<file path="src/rtl/serial_nibble_adder_pkg.sv">
// Shared types and helpers for the nibble-serial adder.
// Optional subtract mode is enabled with SERIAL_ADDER_SUB_EN.
package serial_adder_pkg;

    typedef enum logic [1:0] {
        IDLE,
        RUN,
        DONE
    } sa_state_t;

    localparam int NIBBLE_W = 4;

    // Slice counter width; never narrower than one bit.
    function automatic int idx_w(input int n);
        return (n <= 1) ? 1 : $clog2(n);
    endfunction

endpackage

</file>
<file path="src/rtl/serial_nibble_adder_if.sv">
// Request/result bundle between a client and the nibble-serial adder.
// Carries sub/ovf only when SERIAL_ADDER_SUB_EN is defined.
interface serial_nibble_adder_if #(
    parameter int NIBBLES = 4
);
    import serial_adder_pkg::*;

    localparam int W = NIBBLE_W * NIBBLES;

    logic         start;
    logic [W-1:0] a;
    logic [W-1:0] b;
    logic         c_in;
    logic         busy;
    logic         done;
    logic [W-1:0] sum;
    logic         c_out;
`ifdef SERIAL_ADDER_SUB_EN
    logic         sub;
    logic         ovf;
`endif

    modport master (
        output start, a, b, c_in,
`ifdef SERIAL_ADDER_SUB_EN
        output sub,
        input  ovf,
`endif
        input  busy, done, sum, c_out
    );

    modport slave (
        input  start, a, b, c_in,
`ifdef SERIAL_ADDER_SUB_EN
        input  sub,
        output ovf,
`endif
        output busy, done, sum, c_out
    );

endinterface

</file>
<file path="src/rtl/serial_nibble_adder_stage.sv">
// Combinational 4-bit add slice; also exposes the carry into
// the slice MSB so the top can derive signed overflow.
module nibble_adder_stage (
    input  logic [3:0] i_a4,
    input  logic [3:0] i_b4,
    input  logic       i_ci,
    output logic [3:0] o_s4,
    output logic       o_co,
    output logic       o_c3
);

    logic [4:0] w_full;

    assign w_full = {1'b0, i_a4} + {1'b0, i_b4} + {4'b0, i_ci};
    assign o_s4   = w_full[3:0];
    assign o_co   = w_full[4];
    // s3 = a3 ^ b3 ^ c3, so the MSB carry-in falls out of the sum bit
    assign o_c3   = o_s4[3] ^ i_a4[3] ^ i_b4[3];

endmodule

</file>
<file path="src/rtl/serial_nibble_adder.sv">
// Nibble-serial W-bit adder: one 4-bit slice per clock, LSB first.
// Define SERIAL_ADDER_SUB_EN to add the sub input and ovf output.
module serial_nibble_adder
    import serial_adder_pkg::*;
#(
    parameter int NIBBLES = 4
) (
    input  logic                 clk,
    input  logic                 rst_n,
    serial_nibble_adder_if.slave bus
);

    localparam int W  = NIBBLE_W * NIBBLES;
    localparam int IW = idx_w(NIBBLES);

    sa_state_t r_state;
    sa_state_t w_state_nx;

    logic [W-1:0]  r_a_sh;
    logic [W-1:0]  r_b_sh;
    logic [W-1:0]  r_acc;
    logic [W-1:0]  r_sum;
    logic          r_carry;
    logic          r_c_out;
    logic [IW-1:0] r_idx;

    logic          w_accept;
    logic          w_run;
    logic          w_last;
    logic [3:0]    w_s4;
    logic          w_co;
    logic          w_msb_ci;
    logic [W-1:0]  w_acc_nx;
    logic [W-1:0]  w_b_cap;
    logic          w_c_cap;

    nibble_adder_stage u_stage (
        .i_a4 (r_a_sh[3:0]),
        .i_b4 (r_b_sh[3:0]),
        .i_ci (r_carry),
        .o_s4 (w_s4),
        .o_co (w_co),
        .o_c3 (w_msb_ci)
    );

    assign w_last   = (r_idx == IW'(NIBBLES - 1));
    // New nibble enters at the MSB end; after NIBBLES shifts it is aligned
    assign w_acc_nx = (r_acc >> NIBBLE_W) | (W'(w_s4) << (W - NIBBLE_W));

`ifdef SERIAL_ADDER_SUB_EN
    logic r_ovf;

    assign w_b_cap = bus.sub ? ~bus.b : bus.b;
    assign w_c_cap = bus.sub | bus.c_in;
    assign bus.ovf = r_ovf;

    always_ff @(posedge clk or negedge rst_n) begin
        if (!rst_n) begin
            r_ovf <= 1'b0;
        end else if (w_run && w_last) begin
            r_ovf <= w_co ^ w_msb_ci;
        end
    end
`else
    logic w_unused;

    assign w_b_cap  = bus.b;
    assign w_c_cap  = bus.c_in;
    assign w_unused = w_msb_ci;
`endif

    always_comb begin
        w_state_nx = r_state;
        w_accept   = 1'b0;
        w_run      = 1'b0;
        unique case (r_state)
            IDLE: begin
                w_accept = bus.start;
                if (bus.start) w_state_nx = RUN;
            end
            RUN: begin
                w_run = 1'b1;
                if (w_last) w_state_nx = DONE;
            end
            DONE: begin
                w_accept   = bus.start;
                w_state_nx = bus.start ? RUN : IDLE;
            end
            default: w_state_nx = IDLE;
        endcase
    end

    always_ff @(posedge clk or negedge rst_n) begin
        if (!rst_n) begin
            r_state <= IDLE;
        end else begin
            r_state <= w_state_nx;
        end
    end

    always_ff @(posedge clk or negedge rst_n) begin
        if (!rst_n) begin
            r_a_sh  <= '0;
            r_b_sh  <= '0;
            r_acc   <= '0;
            r_sum   <= '0;
            r_carry <= 1'b0;
            r_c_out <= 1'b0;
            r_idx   <= '0;
        end else if (w_accept) begin
            r_a_sh  <= bus.a;
            r_b_sh  <= w_b_cap;
            r_carry <= w_c_cap;
            r_idx   <= '0;
        end else if (w_run) begin
            r_a_sh  <= r_a_sh >> NIBBLE_W;
            r_b_sh  <= r_b_sh >> NIBBLE_W;
            r_acc   <= w_acc_nx;
            r_carry <= w_co;
            r_idx   <= r_idx + 1'b1;
            if (w_last) begin
                r_sum   <= w_acc_nx;
                r_c_out <= w_co;
            end
        end
    end

    assign bus.busy  = (r_state == RUN);
    assign bus.done  = (r_state == DONE);
    assign bus.sum   = r_sum;
    assign bus.c_out = r_c_out;

endmodule

</file>
<file path="src/flat_wrapper.sv">
// flat-port wrapper written by rule: the top's interface ports become plain ports
module serial_nibble_adder_flat import serial_adder_pkg::*;
#(
    parameter int NIBBLES = 4
)
  (clk, rst_n, bus_start, bus_a, bus_b, bus_c_in, bus_busy, bus_done, bus_sum, bus_c_out);
  serial_nibble_adder_if #(.NIBBLES(NIBBLES)) bus_i ();
  input  logic clk;
  input  logic rst_n;
  input wire logic [$bits(bus_i.start)-1:0] bus_start;
  input wire logic [$bits(bus_i.a)-1:0] bus_a;
  input wire logic [$bits(bus_i.b)-1:0] bus_b;
  input wire logic [$bits(bus_i.c_in)-1:0] bus_c_in;
  output wire logic [$bits(bus_i.busy)-1:0] bus_busy;
  output wire logic [$bits(bus_i.done)-1:0] bus_done;
  output wire logic [$bits(bus_i.sum)-1:0] bus_sum;
  output wire logic [$bits(bus_i.c_out)-1:0] bus_c_out;
  assign bus_i.start = bus_start;
  assign bus_i.a = bus_a;
  assign bus_i.b = bus_b;
  assign bus_i.c_in = bus_c_in;
  assign bus_busy = bus_i.busy;
  assign bus_done = bus_i.done;
  assign bus_sum = bus_i.sum;
  assign bus_c_out = bus_i.c_out;
  serial_nibble_adder #(.NIBBLES(NIBBLES)) u_core (.clk(clk), .rst_n(rst_n), .bus(bus_i));
endmodule
</file>
<file path="config.mk">
export PLATFORM = sky130hd
export DESIGN_NAME = serial_nibble_adder_flat
export DESIGN_NICKNAME = d
export VERILOG_FILES = /design/src/rtl/serial_nibble_adder_pkg.sv /design/src/rtl/serial_nibble_adder_if.sv /design/src/rtl/serial_nibble_adder_stage.sv /design/src/rtl/serial_nibble_adder.sv /design/src/flat_wrapper.sv
export SDC_FILE = /design/constraint.sdc
export NUM_CORES = 1
export LEC_CHECK = 0
export BUFFER_PORTS_ARGS = -buffer_cell sky130_fd_sc_hd__buf_2
export CORE_MARGIN = 3
export CORE_UTILIZATION = 45
export CTS_BUF_LIST = sky130_fd_sc_hd__clkbuf_4
export DETAILED_ROUTE_END_ITERATION = 16
export PLACE_DENSITY = 0.72
export SLEW_MARGIN = 40
export SYNTH_ARGS = -nofsm -noshare
export SYNTH_HDL_FRONTEND = slang
export SYNTH_SLANG_ARGS = --single-unit
</file>
<file path="constraint.sdc">
create_clock -name clk -period 1.7 [get_ports clk]
set_input_delay 0.17 -clock clk [delete_from_list [all_inputs] [get_ports clk]]
set_output_delay 0.17 -clock clk [all_outputs]
set_load 0.02 [all_outputs]
</file>
==> results of run 1 <==
## stage by stage
step / cell area [um2] / total power, mW / TNS (ns) / util [%] / hold WS [ns]
floorplan: 2690 / 4.53 / 0 / - / -0.126
global placement: 3100 / 5.26 / 0 / 54.9 / 0.182
detailed placement: 3100 / 5.38 / -0.0908 / 54.9 / 0.183
CTS: 3590 / 6.57 / 0 / 63.6 / 0.272
global route: 3650 / 7.26 / -0.0456 / 64.7 / 0.322
finish: 3650 / 6.74 / 0 / 64.7 / 0.284
## power by group through the flow
| stage | combinational [mW] | sequential, mW | clock [mW] |
|---|---|---|---|
| 3_3_place_gp | 2.59 | 2.68 | 0 |
| 3_5_place_dp | 2.66 | 2.71 | 0 |
| 5_1_grt | 3.25 | 2.78 | 1.23 |
| 2_1_floorplan | 1.69 | 2.84 | 0 |
| 6_report | 2.92 | 2.69 | 1.13 |
| 4_1_cts | 2.74 | 2.68 | 1.15 |
## cells in the mapped netlist, types with 4 or more instances
| cell type | number | area [um2] |
|---|---|---|
| nor3_1 | 4 | 20.0 |
| nand2_1 | 74 | 278 |
| a22oi_1 | 21 | 158 |
| a221o_1 | 4 | 40.0 |
| mux2_1 | 9 | 101 |
| ha_1 | 4 | 50.1 |
| inv_1 | 7 | 26.3 |
| o21ai_0 | 11 | 55.1 |
| buf_2 | 12 | 60.1 |
| dfrtp_1 | 66 | 1650 |
| a22o_1 | 9 | 78.8 |
## layer usage
layer | vias to the layer above | part of all wire (%) | track usage, %
met1 | 1001 | 46 | 23.7
li1 | 1019 | - | -
met3 | 14 | 5.5 | 4.27
met5 | - | 0 | 0
met4 | 0 | 2.1 | 8.32
met2 | 66 | 46 | 27.0
## final cells by class
cell class | count | area [um2]
clock buffers | 9 | 67.6
clock inverters | 6 | 82.6
fillers | 449 | 1990
inverters | 8 | 30.0
multi-input cells | 153 | 965
flip-flops and latches | 66 | 1650
well taps | 72 | 90.1
repair buffers | 101 | 763
## registers in the layout (all words and copies together) (netlist names)
register and count:
u_core.r_a_sh 16, u_core.r_idx 2, u_core.bus.c_out 1, u_core.r_state 2
u_core.r_carry 1, u_core.r_b_sh 16, u_core.bus.sum 16, u_core.r_acc 12
## cell families (layout without fill, tap and decap cells)
family                   count (synthesis)  after routing  synth area share [%]
AND/OR/NAND/NOR                         84             84                  12.4
flip-flops                              66             66                  61.4
AO/OA/AOI/OAI                           49             49                  13.4
buffers and inverters                   23            124                  3.77
multiplexers                            12             12                  5.03
adder cells (fa/ha/maj)                  6              6                  3.35
XOR/XNOR                                 2              2                 0.652
## worst min-delay path by stage
stage                             to  slack, ns  cells past startpoint
finish               u_core.r_acc[5]       0.28                      2
floorplan           u_core.bus.c_out      -0.13                      0
CTS                  u_core.r_acc[5]       0.27                      2
global route         u_core.r_acc[5]       0.32                      2
global placement     u_core.r_acc[5]       0.18                      1
detailed placement   u_core.r_acc[5]       0.18                      1
## timing repair
action                     4_1_cts  5_1_grt
setup endpoints to repair        4        6
gates resized for setup          3        4
hold buffers                    34        0
pin swaps                        0        1
cloned                           0        1
hold endpoints to repair        52        0
buffers inserted                 0        1
==> metrics.md, run 1 <==
| Metric | Value |
|---|---|
| DP Cell Count | `around 370` |
| Crit path max-delay family | `adder cells` |
| Sw power | `approximately 2.6 mW` |
| Wire length per cell | `about 14 um` |
| Sequential area share after synthesis | `between 60% and 70%` |
| Max Clock Skew | `0.0133 ns` |
| Crit path depth | `7` |
| Buffers on Ports | `54` |
| Part of the power in the clock network | `between 10% and 20%` |
| Unrepaired setup endpoints after global routing | `true` |
| Worst Tran Pin Value | `around 0.56 ns` |
| Crit. End Element | `register` |
| Worst path max stage delay | `approximately 0.40 ns` |
| P_leak | `between 1.5 and 2 nW` |
| RR Endpoint | `u_core.bus.c_out` |
| Grt total ovfl | `0` |
| Syn avg cell area | `approximately 11 um2` |
| Tightest Hold Check Type | `in2async` |
| I/O pin count | `55` |
| Worst setup margin | `0.0545 ns` |
| CP Class | `reg2reg` |
| Final WL | `between 5 and 6 mm` |
| Buf+Inv Stages, Crit Path | `2` |
| Starting Density | `a little under half` |
| Tcrit/Tclk final | `96.8%` |
| Nets | `roughly 380` |
| Die Wd | `83.3 um` |
| Achievable frequency | `about 0.61 GHz` |
| Diodes inserted | `0` |
| Fin cells | `around 420` |
| Crit path max-delay cell type | `fa_2` |
| Max-slew headroom | `62.5%` |
| Most frequent cells in the layout | `nand2_1, dfrtp_1, buf_2` |
| Synth warnings | `0` |
| Clock sink count | `between 60 and 70` |
| Area Growth Syn to Fin | `35.7%` |
| Die height | `about 83 um` |
| Fin crit period | `1.65 ns` |
| CP endpoint | `u_core.bus.c_out` |
| Mapped Cells | `242` |
| Initial antenna violation count | `0` |
| Yosys reg bits | `66` |
| Hpwl dp | `approximately 3.8 mm` |
| Sequential share of power | `about two fifths` |
| RePlAce Congestion | `0.826` |
| Final-report max-slew violation count | `0` |
| Status | `complete, no violations` |
| Vias per Instance | `approximately 5.1` |
| Pwr per Cell Area | `1850 mW/mm2` |
| R2R Setup Slk | `between 0.05 and 0.06 ns` |
| Insertion delay to the later sink of the worst-skew pair | `0.40 ns` |
| Core region area | `roughly 0.0056 mm2` |
| Post-synthesis cell area | `around 0.0027 mm2` |
| Root Buffer | `clkbuf_4` |
| Critical path data arrival time | `1.96 ns` |
| CP Cell Sequence | `inv_1, fa_2, fa_2, inv_1, a21o_1, a21oi_1, o21ai_0` |
| H-Tree Depth | `3` |
| Worst setup SP type | `register` |
| Initial DRC Count | `97` |
| Vias in the first global route | `~2100` |
| First-pass GRT wire length | `about 9.8 mm` |
| Final setup vio count | `0` |
| CTS tree | `done` |
| Internal | `4.14 mW` |
| Worst vdd ir | `~0.79 mV` |
| Die area | `0.00694 mm2` |
| Logic pwr share | `between 40% and 50%` |
| Reg2Reg Depth | `7` |
| Start point of the critical path | `u_core.r_carry` |
| Post-synthesis cell type count | `24` |
| DRT Pass-1 Iters | `4` |
| Reg clk slew, reported paths | `roughly 0.11 ns` |
| FFs w/ async S/R, synth | `100%` |
| Crit-path max FO | `2` |
| Final ANT Viol Nets | `0` |
| Hold Violations, Final | `0` |
| Largest net degree at the start of global routing | `29` |
| Rows | `27` |
| Sw frac | `38.6%` |
| Crit path required time | `~2 ns` |
| Max_cap viols | `0` |
| Gr usage total | `roughly 18%` |
| Syn_nets | `284` |
| Top FF cell, synth | `dfrtp_1` |
| Max Root-Sink Buffers | `2` |
| Number of remaining DRC errors | `0` |
| RR Startpoint | `u_core.r_carry` |
| Share of cells above drive strength 1 | `26.8%` |
| Post-synth EDFFs | `0` |
| Most common cell after layout, fill and taps aside | `nand2_1` |
| Via count | `2100` |
| Pre-CTS setup slack | `-0.0650 ns` |
| Num CTS Buffers | `9` |
Power figures use the tool's default switching activity.
==> inputs of run 2 (changes only) <==
--- a/config.mk
+++ b/config.mk
@@ -10,7 +10,9 @@
 export CORE_UTILIZATION = 45
 export CTS_BUF_LIST = sky130_fd_sc_hd__clkbuf_4
 export DETAILED_ROUTE_END_ITERATION = 16
+export GPL_ROUTABILITY_DRIVEN = 0
 export PLACE_DENSITY = 0.72
+export RECOVER_POWER = 50
 export SLEW_MARGIN = 40
 export SYNTH_ARGS = -nofsm -noshare
 export SYNTH_HDL_FRONTEND = slang
==> metrics.md, run 2 (synthesis results as in run 1) <==
| Metric | Value |
|---|---|
| Most frequent cells in the layout | `nand2_1, dfrtp_1, buf_2` |
| Initial antenna violation count | `0 (unchanged)` |
| RR Startpoint | `u_core.r_carry` |
| Reg2Reg Depth | `7 (unchanged)` |
| H-Tree Depth | `3 (unchanged)` |
| Diodes inserted | `0 (unchanged)` |
| Worst path max stage delay | `0.40 ns (about the same)` |
| Num CTS Buffers | `9 (unchanged)` |
| Grt total ovfl | `0 (unchanged)` |
| CP Cell Sequence | `inv_1, fa_2, fa_2, inv_1, a21o_1, a21oi_1, o21ai_0` |
| Initial DRC Count | `83 (-14%)` |
| Final core utilization | `64.6% (-0.13 points)` |
| Cell Area, Placed | `0.00310 mm2 (unchanged)` |
| CP Class | `reg2reg` |
| Crit path required time | `2.01 ns (about the same)` |
| Critical path data arrival time | `1.96 ns (about the same)` |
| Start point of the critical path | `u_core.r_carry` |
| Crit path depth | `7 (unchanged)` |
| Final Cell Area | `0.00364 mm2 (-0.21%)` |
| Achievable frequency | `0.607 GHz (-0.15%)` |
| First-pass GRT wire length | `9.82 mm (unchanged)` |
| Buf+Inv Stages, Crit Path | `2 (unchanged)` |
| Nets | `381 (unchanged)` |
| Insertion delay to the later sink of the worst-skew pair | `0.40 ns (about the same)` |
| DRT Pass-1 Iters | `4 (unchanged)` |
| Area Growth Syn to Fin | `35.5%` |
| Hpwl dp | `3.76 mm (unchanged)` |
| Tcrit/Tclk final | `96.9% (+0.14 points)` |
| Vias per Instance | `5.09 (+0.52%)` |
| Tightest Hold Check Type | `in2reg` |
| Rows | `27 (unchanged)` |
| Unrepaired setup endpoints after global routing | `true` |
| Crit. End Element | `register` |
| Final WL | `5.87 mm (+0.19%)` |
| Via count | `2111 (+0.52%)` |
| Most common cell after layout, fill and taps aside | `nand2_1` |
| Power Total | `6.73 mW (about the same)` |
| RR Endpoint | `u_core.bus.c_out` |
| Die area | `0.00694 mm2 (unchanged)` |
| CP endpoint | `u_core.bus.c_out` |
| Max_cap viols | `0 (unchanged)` |
| Hold Violations, Final | `0 (unchanged)` |
| Max-slew headroom | `10.4% (-52 points)` |
| Die height | `83.3 um (unchanged)` |
| Worst setup SP type | `register` |
| Share of cells above drive strength 1 | `26.2% (-0.58 points)` |
| Largest net degree at the start of global routing | `29 (unchanged)` |
| P_leak | `1.86 nW (-0.40%)` |
| Final ANT Viol Nets | `0 (unchanged)` |
| Max Root-Sink Buffers | `2 (unchanged)` |
| Clock sink count | `66 (unchanged)` |
| Vias in the first global route | `2084 (unchanged)` |
| I/O pin count | `55 (unchanged)` |
| Starting Density | `47.7% (unchanged)` |
| Reg clk slew, reported paths | `0.10 ns (about the same)` |
| Max Clock Skew | `0.0139 ns (+0.000532 ns)` |
| Fin crit period | `1.65 ns (+0.00241 ns)` |
| Hold Startpoint | `bus_start` |
| Wire length per cell | `14.1 um (+0.19%)` |
| Worst vdd ir | `0.789 mV (-0.53%)` |
| Status | `complete, no violations` |
| Pwr per Cell Area | `1850 mW/mm2 (+0.14%)` |
| Root Buffer | `clkbuf_4` |
| Final setup vio count | `0 (unchanged)` |
| CTS tree | `done` |
| Crit-path max FO | `2 (unchanged)` |
| Die Wd | `83.3 um (unchanged)` |
| Core region area | `0.00564 mm2 (unchanged)` |
| Final-report max-slew violation count | `0 (unchanged)` |
| Gr usage total | `17.6% (unchanged)` |
| Buffers on Ports | `54 (unchanged)` |
| Number of remaining DRC errors | `0 (unchanged)` |
| R2R Setup Slk | `0.05 ns (about the same)` |
| Crit path max-delay cell type | `fa_2` |
| Worst Tran Pin Value | `1.34 ns (+0.781 ns)` |
| Crit path max-delay family | `adder cells` |
[run 2: layout make-up]
| cell class | instances | area (um2) |
|---|---|---|
| Clock buffer | 9 | 67.6 |
| Clock inverter | 6 | 82.6 |
| Fill cell | 452 | 2000 |
| Inverter | 8 | 30.0 |
| Multi-Input combinational cell | 153 | 965 |
| Sequential cell | 66 | 1650 |
| Tap cell | 72 | 90.1 |
| Timing Repair Buffer | 101 | 756 |
[run 2: worst register-to-register path, cell delays in order, from the launching register on]
cell and delay, ns:
dfrtp_1 0.36, inv_1 0.07, fa_2 0.40, fa_2 0.36
inv_1 0.06, a21o_1 0.10, a21oi_1 0.06, o21ai_0 0.16
[run 2: layer usage]
layer / up-vias / part of all wire [%] / track usage, %
met5: - / 0 / 0
met4: 0 / 1.9 / 8.32
met3: 12 / 5.4 / 4.27
met2: 62 / 47 / 27.0
met1: 1014 / 46 / 23.7
li1: 1023 / - / -
[run 2: worst min-delay path by stage]
stage / slack [ns] / cells after the start / to
6_report: 0.40 / 6 / u_core.r_b_sh[2]
5_1_grt: 0.42 / 6 / u_core.r_b_sh[5]
4_1_cts: 0.27 / 2 / u_core.r_acc[5]
3_5_place_dp: 0.18 / 1 / u_core.r_acc[5]
3_3_place_gp: 0.18 / 1 / u_core.r_acc[5]
2_1_floorplan: -0.13 / 0 / u_core.bus.c_out
[run 2: stage by stage]
step	TNS (ns)	hold WS (ns)	instances	worst slack, ns
2_1_floorplan	0	-0.126	242	0.0684
3_3_place_gp	0	0.182	365	0.0267
3_5_place_dp	-0.0908	0.183	365	-0.0650
4_1_cts	0	0.272	413	0.00478
5_1_grt	-0.0456	0.419	415	-0.0243
6_report	0	0.399	415	0.0521
[run 2: repair_timing]
item	4_1_cts	5_1_grt
setup buffers	0	1
gates resized for setup	3	4
endpoints found under the setup margin	4	6
hold buffers	34	0
hold endpoints to repair	52	0
pin swaps	0	1
cloned	0	1
[run 2: where the power goes]
group,switching (mW),internal [mW],leakage [nW]
logic,1.65,1.26,0.940
registers,0.405,2.29,0.832
clock network,0.549,0.582,0.0832
